### src/rtl/grom_pkg.sv
// grom_pkg: shared types and constants for the grom bus arbiter slice.
//   arb_state_t      : arbiter sequencer states
//   GROM_ADDR_W/DATA_W: default bus widths ({segment, offset} address, byte data)
//   ARB_CPU/ARB_DBG  : master index constants, also the bit positions in the
//                      two-bit request/grant vectors
package grom_pkg;

   localparam int GROM_ADDR_W = 12;
   localparam int GROM_DATA_W = 8;

   localparam logic ARB_CPU = 1'b0;
   localparam logic ARB_DBG = 1'b1;

   typedef enum logic [1:0] {
      IDLE    = 2'd0,
      ACCESS  = 2'd1,
      CAPTURE = 2'd2
   } arb_state_t;

endpackage

### src/rtl/grom_arb_pick.sv
// grom_arb_pick: combinational winner selection for the two bus masters.
// Optional feature macro: GROM_ARB_RR_EN
//   defined   -> round-robin; on a tie the master that did not win last wins
//   undefined -> fixed priority, cpu wins every tie; no pointer input exists
// Ports:
//   req  in  [1:0] : request bits, indexed by ARB_CPU / ARB_DBG
//   last in        : last winner (round-robin build only)
//   gnt  out [1:0] : one-hot winner, all zero when nobody requests
module grom_arb_pick
   import grom_pkg::*;
(
   input  logic [1:0] req,
`ifdef GROM_ARB_RR_EN
   input  logic       last,
`endif
   output logic [1:0] gnt
);

   always_comb begin
      gnt = 2'b00;
`ifdef GROM_ARB_RR_EN
      if (req[ARB_CPU] && req[ARB_DBG]) begin
         if (last == ARB_CPU) gnt[ARB_DBG] = 1'b1;
         else                 gnt[ARB_CPU] = 1'b1;
      end else begin
         gnt = req;
      end
`else
      if (req[ARB_CPU])      gnt[ARB_CPU] = 1'b1;
      else if (req[ARB_DBG]) gnt[ARB_DBG] = 1'b1;
`endif
   end

endmodule

### src/rtl/grom_bus_arbiter.sv
// grom_bus_arbiter: two-master arbiter/sequencer for the shared grom bus.
// Optional feature macro: GROM_ARB_RR_EN (round-robin tie break, see grom_arb_pick)
// Ports:
//   clk, reset                  : clock, synchronous active-high reset
//   cpu_*/dbg_* req/addr/we/io/wdata : master commands, held until *_gnt
//   cpu_*/dbg_* gnt/done/rvalid : one-cycle response pulses
//   rdata                       : registered read data shared by both masters
//   mem_en/addr/wdata/we/ioreq  : registered bus command, one access at a time
//   mem_rdata                   : synchronous memory data, valid a cycle after sampling
//
// state   | meaning
// --------+----------------------------------------------------------
// IDLE    | no access in flight; arbitrate and launch the winner's command
// ACCESS  | memory samples the command; writes complete here
// CAPTURE | read data on mem_rdata is registered into rdata
module grom_bus_arbiter
   import grom_pkg::*;
#(
   parameter int ADDR_W = GROM_ADDR_W,
   parameter int DATA_W = GROM_DATA_W
) (
   input  logic              clk,
   input  logic              reset,
   input  logic              cpu_req,
   input  logic [ADDR_W-1:0] cpu_addr,
   input  logic              cpu_we,
   input  logic              cpu_io,
   input  logic [DATA_W-1:0] cpu_wdata,
   input  logic              dbg_req,
   input  logic [ADDR_W-1:0] dbg_addr,
   input  logic              dbg_we,
   input  logic              dbg_io,
   input  logic [DATA_W-1:0] dbg_wdata,
   output logic              cpu_gnt,
   output logic              cpu_done,
   output logic              cpu_rvalid,
   output logic              dbg_gnt,
   output logic              dbg_done,
   output logic              dbg_rvalid,
   output logic [DATA_W-1:0] rdata,
   output logic              mem_en,
   output logic [ADDR_W-1:0] mem_addr,
   output logic [DATA_W-1:0] mem_wdata,
   output logic              mem_we,
   output logic              mem_ioreq,
   input  logic [DATA_W-1:0] mem_rdata
);

   arb_state_t        state, state_nxt;
   // Owner of the in-flight access; doubles as the round-robin pointer.
   // Resets to dbg so that the first tie goes to the cpu.
   logic              winner, winner_nxt;
   logic [1:0]        gnt_q, gnt_nxt;
   logic [1:0]        done_q, done_nxt;
   logic [1:0]        rvalid_q, rvalid_nxt;
   logic              mem_en_nxt, mem_we_nxt, mem_io_nxt;
   logic [ADDR_W-1:0] mem_addr_nxt;
   logic [DATA_W-1:0] mem_wdata_nxt, rdata_nxt;
   logic [1:0]        pick_gnt;

   grom_arb_pick u_pick (
      .req  ({dbg_req, cpu_req}),
`ifdef GROM_ARB_RR_EN
      .last (winner),
`endif
      .gnt  (pick_gnt)
   );

   always_comb begin
      state_nxt     = state;
      winner_nxt    = winner;
      gnt_nxt       = 2'b00;
      done_nxt      = 2'b00;
      rvalid_nxt    = 2'b00;
      mem_en_nxt    = 1'b0;
      mem_we_nxt    = 1'b0;
      mem_io_nxt    = 1'b0;
      mem_addr_nxt  = mem_addr;
      mem_wdata_nxt = mem_wdata;
      rdata_nxt     = rdata;
      case (state)
         IDLE: begin
            if (pick_gnt != 2'b00) begin
               winner_nxt = pick_gnt[ARB_DBG];
               gnt_nxt    = pick_gnt;
               mem_en_nxt = 1'b1;
               state_nxt  = ACCESS;
               if (pick_gnt[ARB_DBG]) begin
                  mem_addr_nxt  = dbg_addr;
                  mem_wdata_nxt = dbg_wdata;
                  mem_we_nxt    = dbg_we;
                  mem_io_nxt    = dbg_io;
               end else begin
                  mem_addr_nxt  = cpu_addr;
                  mem_wdata_nxt = cpu_wdata;
                  mem_we_nxt    = cpu_we;
                  mem_io_nxt    = cpu_io;
               end
            end
         end
         ACCESS: begin
            // mem_we still carries the launched command's direction here
            if (mem_we) begin
               done_nxt[winner] = 1'b1;
               state_nxt        = IDLE;
            end else begin
               state_nxt = CAPTURE;
            end
         end
         CAPTURE: begin
            rdata_nxt          = mem_rdata;
            rvalid_nxt[winner] = 1'b1;
            state_nxt          = IDLE;
         end
         default: state_nxt = IDLE;
      endcase
   end

   always_ff @(posedge clk) begin
      if (reset) begin
         state     <= IDLE;
         winner    <= ARB_DBG;
         gnt_q     <= 2'b00;
         done_q    <= 2'b00;
         rvalid_q  <= 2'b00;
         mem_en    <= 1'b0;
         mem_we    <= 1'b0;
         mem_ioreq <= 1'b0;
         mem_addr  <= '0;
         mem_wdata <= '0;
         rdata     <= '0;
      end else begin
         state     <= state_nxt;
         winner    <= winner_nxt;
         gnt_q     <= gnt_nxt;
         done_q    <= done_nxt;
         rvalid_q  <= rvalid_nxt;
         mem_en    <= mem_en_nxt;
         mem_we    <= mem_we_nxt;
         mem_ioreq <= mem_io_nxt;
         mem_addr  <= mem_addr_nxt;
         mem_wdata <= mem_wdata_nxt;
         rdata     <= rdata_nxt;
      end
   end

   assign cpu_gnt    = gnt_q[ARB_CPU];
   assign dbg_gnt    = gnt_q[ARB_DBG];
   assign cpu_done   = done_q[ARB_CPU];
   assign dbg_done   = done_q[ARB_DBG];
   assign cpu_rvalid = rvalid_q[ARB_CPU];
   assign dbg_rvalid = rvalid_q[ARB_DBG];

endmodule

### config.mk
export PLATFORM = sky130hd
export DESIGN_NAME = grom_bus_arbiter
export DESIGN_NICKNAME = d
export VERILOG_FILES = /design/src/rtl/grom_pkg.sv /design/src/rtl/grom_arb_pick.sv /design/src/rtl/grom_bus_arbiter.sv
export SDC_FILE = /design/constraint.sdc
export NUM_CORES = 1
export LEC_CHECK = 0
export BUFFER_PORTS_ARGS = -buffer_cell sky130_fd_sc_hd__buf_2
export CAP_MARGIN = 0
export CORE_MARGIN = 10
export CORE_UTILIZATION = 44
export DETAILED_ROUTE_END_ITERATION = 10
export PLACE_DENSITY_LB_ADDON = 0.2
export SKIP_LAST_GASP = 1
export SLEW_MARGIN = 0
export SYNTH_ARGS = -nofsm -noshare
export SYNTH_HDL_FRONTEND = slang
export SYNTH_SLANG_ARGS = --single-unit
### constraint.sdc
create_clock -name clk -period 1.4 [get_ports clk]
set_input_delay 0.42 -clock clk [delete_from_list [all_inputs] [get_ports clk]]
set_output_delay 0.42 -clock clk [all_outputs]
set_load 0.1 [all_outputs]
After elaboration in Yosys (flattened, before gate mapping)
Cells that the tools add are included.

Bits in registers: 40. Bits in latches: 0. Bits in writable memories: 0. Bits in read-only memories: 0. Bits of input ports: 56. Logic and storage cells: 42. Memories kept: 0.

Add/subtract/negate cells: 0. Multiply operators: 0. Divide/modulo/power cells: 0. Order comparisons: 2. Equality and inequality tests: 3. Shift operators: 0. Mux-type cells: 13. Bitwise gates (word level): 5. Reduce and logical (&&, ||, !) cells: 8.

Operators with widths (number): $mux W12 (1); $mux W8 (1); $mux W1 (7); $reduce_or A3 Y1 (2); $not A1 Y1 (5); $mux W2 (2); $pmux W2 S2 (1); $reduce_or A2 Y1 (2); $eq A2 B1 Y1 const B (1); $eq A2 B2 Y1 const B (1); $logic_not A2 Y1 (1); $lt A1 B2 Y1 const B (1); $ne A2 B2 Y1 const B (1); $reduce_and A2 Y1 (1); $reduce_bool A2 Y1 (1); $demux W1 S1 (1); $ge A1 B1 Y1 const B (1); $logic_and A1 B1 Y1 (1).

Logic depth before layout (Yosys ltp)
Gate-level depths: netlist of run 1.

Depth in word-level cells: 5. Mapped depth: 5.

Cells and area by module
Synthesis of run 1 repeated with hierarchy kept, for this count alone.

Cells, all modules: 185. Area total of the unflattened synthesis: 1710.4 um^2.

Modules (own cells, without submodules): grom_bus_arbiter (instances 1, cells each 183, area each 1689.1 um^2, seq. area each 800.8 um^2); grom_arb_pick (instances 1, cells each 2, area each 21.3 um^2, seq. area each 0.0 um^2).

Worst setup path before layout of run 1
OpenSTA, ideal clock, no wires.

Kind: register to register. Start: register mem_addr[0] (netlist name). End: register mem_addr[0]. Setup time: 0.087 ns. Data arrival time: 1.292 ns. Slack: 0.021 ns. Cell stages (with the launch flop): 3. Buffers on the path: 0. Period minus slack after synthesis: 1.379 ns. Cells stage by stage: dfxtp_1 inv_1 a221oi_2.

RTL lines: end signal: assignment (RTL line grom_bus_arbiter.sv:141) `mem_addr <= mem_addr_nxt;`; end: declaration (RTL line grom_bus_arbiter.sv:42) `output logic [ADDR_W-1:0] mem_addr,`.

Final worst setup path of run 1
Start: register mem_we. End: output mem_we.

RTL lines: start: declaration (RTL line grom_bus_arbiter.sv:44) `output logic mem_we,`; start signal: assignment (RTL line grom_bus_arbiter.sv:139) `mem_we <= mem_we_nxt;`.

No word-level cell between the ends.

==> results of run 1 <==
-- registers in the layout, summed over array words and instances (netlist names) --
signal	count
mem_addr	12
done_q	2
mem_we	1
state	2
winner	1
rdata	8
mem_en	1
rvalid_q	2
gnt_q	2
mem_ioreq	1
mem_wdata	8
-- through the flow --
stage | setup slack, ps | utilization (%) | setup TNS [ps] | power (mW)
CTS | 73.5 | 78.4 | 0 | 3.58
floorplan | 21.5 | - | 0 | 2.22
global placement | -4.84 | 75.8 | -16.9 | 2.76
detailed placement | -57.0 | 75.8 | -325 | 2.79
global route | 52.8 | 78.4 | 0 | 3.69
finish | 76.7 | 78.4 | 0 | 3.55
-- cell families (layout without fill, tap and decap cells) --
kind of cell	count (synthesis)	after routing
AOI/OAI and AO/OA	52	52
buffers and inverters	38	135
and+or+nand+nor	47	47
DFF	40	40
-- placed cells by master (no fill, tap or decap) --
cell | Yosys | routed
inv_1 | 22 | 22
nand3_1 | 1 | 1
buf_12 | 0 | 39
dfxtp_1 | 40 | 40
buf_4 | 1 | 11
nor2b_1 | 2 | 2
nor3_1 | 3 | 3
nor4_1 | 2 | 2
o22ai_1 | 8 | 8
o21ai_4 | 1 | 1
clkbuf_8 | 0 | 6
nor4b_1 | 1 | 1
a21oi_1 | 8 | 8
and3_1 | 1 | 1
clkinvlp_4 | 0 | 2
a211o_1 | 1 | 1
nor2_4 | 1 | 1
a22oi_1 | 2 | 2
a221oi_1 | 5 | 5
nor3b_1 | 1 | 1
a221oi_2 | 15 | 15
o21ai_0 | 12 | 12
buf_2 | 6 | 55
nand2_1 | 16 | 16
or3b_2 | 5 | 5
nor2_1 | 5 | 5
nand2b_1 | 2 | 2
or3b_1 | 7 | 7
-- routing by layer --
metal	vias to the layer above	track usage, %	wire length [µm]
met5	-	0	0
met4	0	4.59	52
met3	6	6.16	415
met2	51	28.8	2880
met1	775	17.6	2070
li1	821	-	-
-- tightest hold or removal path, cell delays in order --
cell	delay, ps
buf_2	100
nand2_1	40
a21oi_1	50
-- layout make-up --
| cell class | instances | area [µm²] |
|---|---|---|
| Tap cell | 48 | 60.1 |
| Inverter | 22 | 82.6 |
| Fill cell | 259 | 802 |
| Multi-Input combinational cell | 99 | 734 |
| Sequential cell | 40 | 801 |
| Clock inverter | 2 | 15.0 |
| Timing Repair Buffer | 105 | 1140 |
| Clock buffer | 6 | 82.6 |
-- power by group --
part / leakage (nW) / internal (mW) / switching [mW]
registers: 0.330 / 1.23 / 0.0962
logic: 0.853 / 0.527 / 0.894
clock network: 0.0434 / 0.399 / 0.408
total: 1.23 / 2.16 / 1.40
-- path summary, 6_finish.rpt --
check / to / startpoint / slack, ps
setup / recovery: mem_we / mem_we$_SDFF_PP0_ / 80
hold / removal: rdata[7]$_SDFFE_PP0N_ / mem_rdata[7] / 360
setup reg to reg: mem_addr[5]$_SDFFE_PP0P_ / state[0]$_SDFFE_PP0P_ / 170
hold reg to reg: rdata[6]$_SDFFE_PP0N_ / rdata[6]$_SDFFE_PP0N_ / 500
==> flow_summary_export.csv, run 1 <==
group,metric,value,unit
setup_path,crit_type,"reg -> out",
power_and_ir_drop,peakVddDrop,0.663,mV
die,core,3720,µm²
timing,min_period,1320,ps
setup_path,slowest_delay,410,ps
setup_path,critPathRequiredTime,980,ps
setup_path,slowest_stage,"dfxtp_1",
synthesis,synth_mux_area_share,0,%
timing,rsz0062_at_grt,"no",
global_routing,grt_pass1_vias,1727,
route,drt_iter0_drc,59,
power_and_ir_drop,p_leak,1.23,nW
die,start_util,46.2,%
timing,finClkSkew,7.16,ps
clock_tree,cts_resized,0,
route,viasPerCell,5.13,
synthesis,synth-simple-area-share,16.0,%
synthesis,async_flop_share,0,%
placed_design,dp_hpwl,4.48,mm
finish,final_layout_size_suffix_gt1_share,49.3,%
synthesis,netlist.area_leader.share,46.7,%
synthesis,synth_fa_ha_area_share,0,%
setup_path,path_cells,"buf_12",
die,std_cell_rows,22,
clock_tree,clockBufferDepth,2,
setup_path,crit_buf_inv,1,
clock_tree,clock_latency,300,ps
die,fp.dieH,82.4,µm
finish,postLayoutCellArea,2910,µm²
setup_path,arrival,900,ps
finish,syn2layout_area_growth,69.9,%
finish,diodes,0,
placed_design,gp_congestion,0.738,
route,wl,5.42,mm
die,die_x,82.4,µm
synthesis,synth-xor-area-share,0,%
route,wl_per_cell,16.8,µm
clock_tree,holdBufCountCts,0,
die,boundaryPins,93,
synthesis,synthTopCellsByArea,"dfxtp_1 (47%), a221oi_2 (13%), inv_1 (4.8%)",
setup_path,worstSetupStartpointType,"register",
setup_path,ff2ff_path_depth,4,
status,status,"complete, no violations",
clock_tree,cts_sinks,40,
synthesis,synth_ff_type,"dfxtp_1",
timing,fin_hold_ws,360,ps
synthesis,synth-edff-count,0,
clock_tree,cts_tree,"built",
synthesis,synthDistinctLibCells,29,
route,dr.pass1.iters,4,
power_and_ir_drop,p_per_area,1220,nW/µm²
placed_design,dpl_cell_area,2820,µm²
timing,slew_headroom,74.8,%
synthesis,synthCells,177,
placed_design,placed_cells,314,
route,remaining_drc_errors,0,
global_routing,grt_max_degree,19,
timing,drv_slew,0,
setup_path,crit_family,"flip-flops",
clock_tree,htreeDepth,2,
finish,layoutNonFillerInstCount,322,
synthesis,synth_most_common_cell,"dfxtp_1",
global_routing,antenna_found_initial,0,
placed_design,port_buffers,92,
setup_path,path_max_fanout,3,
global_routing,overflow,0,
hold_path,hold_depth,3,
clock_tree,cts_root_buf,"clkbuf_8",
route,num_vias,1653,
hold_path,hold_path_class,"in -> reg",
timing,worst_pin_slew,378,ps
synthesis,syn_area_per_cell,9.69,µm²
synthesis,synth_top_cell_by_area,"dfxtp_1",
timing,fin_crit_sh,94.5,%
die,die_area,6800,µm²
synthesis,synthTopCellsByCount,"dfxtp_1 (40), inv_1 (22), nand2_1 (16)",
finish,finish.net_count,329,
clock_tree,clk_pin_slew,80,ps
synthesis,syn_nets,233,
timing,finalHoldViolations,0,
synthesis,synth_area,1720,µm²
run,cap_violations,0,
setup_path,worstSetupPathDepth,1,
clock_tree,post_cts_buffers,0,
synthesis,yosys_warnings,0,
synthesis,synth_seq_area_share,46.7,%
route,final_antenna_net_count,0,
global_routing,grt_usage,16.3,%
clock_tree,numCtsBuffers,5,
synthesis,synth_top_family_by_area,"compound AO/OA/AOI/OAI gates",
timing,setup_viol,0,
synthesis,synth_compound_area_share,26.8,%
setup_path,worstSetupEndpointType,"output pin",
global_routing,grt_pass1_wl,8.47,mm
synthesis,ys_ff_latch,40,
timing,max_freq,0.756,GHz
Note: power is estimated with default switching activity, not from simulation.
==> run 2: changes to the inputs <==
--- a/config.mk
+++ b/config.mk
@@ -8,7 +8,8 @@
 export BUFFER_PORTS_ARGS = -buffer_cell sky130_fd_sc_hd__buf_2
 export CAP_MARGIN = 0
 export CORE_MARGIN = 10
-export CORE_UTILIZATION = 44
+export CORE_UTILIZATION = 49
+export CTS_BUF_LIST = sky130_fd_sc_hd__clkbuf_4
 export DETAILED_ROUTE_END_ITERATION = 10
 export PLACE_DENSITY_LB_ADDON = 0.2
 export SKIP_LAST_GASP = 1
@@ -16,3 +17,4 @@
 export SYNTH_ARGS = -nofsm -noshare
 export SYNTH_HDL_FRONTEND = slang
 export SYNTH_SLANG_ARGS = --single-unit
+export TNS_END_PERCENT = 50
==> constraint.sdc (replaced) <==
create_clock -name clk -period 1.6 [get_ports clk]
set_input_delay 0.48 -clock clk [delete_from_list [all_inputs] [get_ports clk]]
set_output_delay 0.48 -clock clk [all_outputs]
set_load 0.1 [all_outputs]
==> flow_summary_export.csv, run 2 (synthesized netlist as in run 1, its figures left out) <==
group,metric,value,unit
die,die_x,79.2,µm
global_routing,overflow,0,
clock_tree,htreeDepth,2,
placed_design,gp_congestion,0.754,
clock_tree,cts_tree,"built",
hold_path,hold_path_class,"in -> reg",
clock_tree,numCtsBuffers,5,
finish,largestRegisters,"mem_addr: 12 flops, mem_wdata: 8 flops, rdata: 8 flops",
route,wl,4.84,mm
route,wl_met1,2.00,mm
timing,drv_slew,0,
finish,layoutNonFillerInstCount,317,
die,std_cell_rows,21,
setup_path,worstSetupStartpointType,"register",
die,start_util,51.0,%
finish,finish.net_count,326,
finish,top_register,"mem_addr",
clock_tree,holdBufCountCts,0,
setup_path,slowest_stage,"buf_2",
setup_path,slowest_delay,430,ps
timing,min_period,1600,ps
timing,max_freq,0.626,GHz
die,core,3360,µm²
route,drt_iter0_drc,64,
setup_path,crit_family,"buffers and inverters",
timing,finalHoldViolations,0,
clock_tree,clk_pin_slew,110,ps
route,remaining_drc_errors,0,
placed_design,dp_hpwl,3.74,mm
run,cap_violations,0,
setup_path,crit_buf_inv,1,
timing,worst_pin_slew,503,ps
finish,final_common_cell,"buf_2",
global_routing,grt_pass1_vias,1618,
status,status,"complete, no violations",
die,fp.dieH,79.2,µm
clock_tree,cts_root_buf,"clkbuf_4",
finish,largest_reg_flops,12,
setup_path,worstSetupEndpointType,"output pin",
placed_design,port_buffers,92,
route,dr_wl_met2,2.24,mm
timing,setup_viol,0,
finish,final_layout_size_suffix_gt1_share,48.3,%
timing,slew_headroom,66.4,%
timing,rsz0062_at_grt,"yes",
timing,fin_hold_ws,363,ps
finish,mostFrequentLayoutCells,"buf_2 (67), dfxtp_1 (40), inv_1 (22), buf_4 (22), clkbuf_4 (17)",
route,num_vias,1592,
power_and_ir_drop,p_leak,1.07,nW
power_and_ir_drop,peakVddDrop,0.746,mV
setup_path,path_max_fanout,2,
setup_path,path_cells,"buf_2",
route,wl_met3,525,µm
global_routing,antenna_found_initial,0,
clock_tree,post_cts_buffers,0,
route,viasPerCell,5.02,
timing,finalWorstSetupSlack,3.06,ps
setup_path,crit_type,"reg -> out",
placed_design,place_worst_setup_slack,21.5,ps
route,top_layer_used,"met4",
timing,finClkSkew,2.66,ps
route,dr.pass1.iters,4,
timing,fin_crit_sh,99.8,%
placed_design,placed_cells,309,
global_routing,grt_pass1_wl,7.62,mm
setup_path,arrival,1120,ps
die,die_area,6270,µm²
clock_tree,cts_sinks,40,
setup_path,critPathRequiredTime,1120,ps
clock_tree,clockBufferDepth,2,
clock_tree,cts_resized,13,
clock_tree,clock_latency,340,ps
finish,diodes,0,
global_routing,grt_usage,15.1,%
route,final_antenna_net_count,0,
route,wl_per_cell,15.3,µm
global_routing,grt_max_degree,23,
die,boundaryPins,93,
power_and_ir_drop,p_per_area,1130,nW/µm²
finish,syn2layout_area_growth,37.3,%
==> run 2: worst paths after layout <==
path                                               start                   endpoint  slack (ps)  cells past startpoint
worst min register to register  mem_addr[4]$_SDFFE_PP0P_   mem_addr[4]$_SDFFE_PP0P_         460                      2
worst min-delay path                        mem_rdata[3]      rdata[3]$_SDFFE_PP0N_         360                      3
worst max register to register     state[0]$_SDFFE_PP0P_  mem_wdata[0]$_SDFFE_PP0P_         210                      4
worst max-delay path            mem_addr[0]$_SDFFE_PP0P_                mem_addr[0]           3                      1
==> run 2: layout make-up <==
cell class | instances | area (µm²)
clock buffers | 6 | 45.0
clock inverters | 2 | 11.3
fillers | 316 | 1010
inverters | 22 | 82.6
multi-input cells | 99 | 734
flip-flops and latches | 40 | 801
well taps | 46 | 57.6
repair buffers | 102 | 623
==> run 2: power breakdown <==
| group | internal, mW | leakage [nW] | switching, mW | total, mW |
|---|---|---|---|---|
| Clock | 0.184 | 0.0293 | 0.320 | 0.504 |
| Sequential | 1.08 | 0.330 | 0.0509 | 1.13 |
| Combinational | 0.263 | 0.709 | 0.765 | 1.03 |
==> run 2: routing by layer <==
layer  global-route usage, %  up-vias
met2                    23.9       67
li1                        -      817
met5                       0        -
met4                    6.63        0
met3                    7.66        7
met1                    16.7      701
==> run 2: metrics by stage <==
step / total power [mW] / area, µm² / utilization [%] / setup TNS, ps
after floorplan: 1.94 / 1720 / - / 0
after global placement: 2.14 / 2240 / 66.6 / 0
after detailed placement: 2.15 / 2240 / 66.6 / 0
after CTS: 2.66 / 2330 / 69.2 / -98.4
after global routing: 2.78 / 2350 / 70.0 / -247
final: 2.66 / 2350 / 70.0 / 0
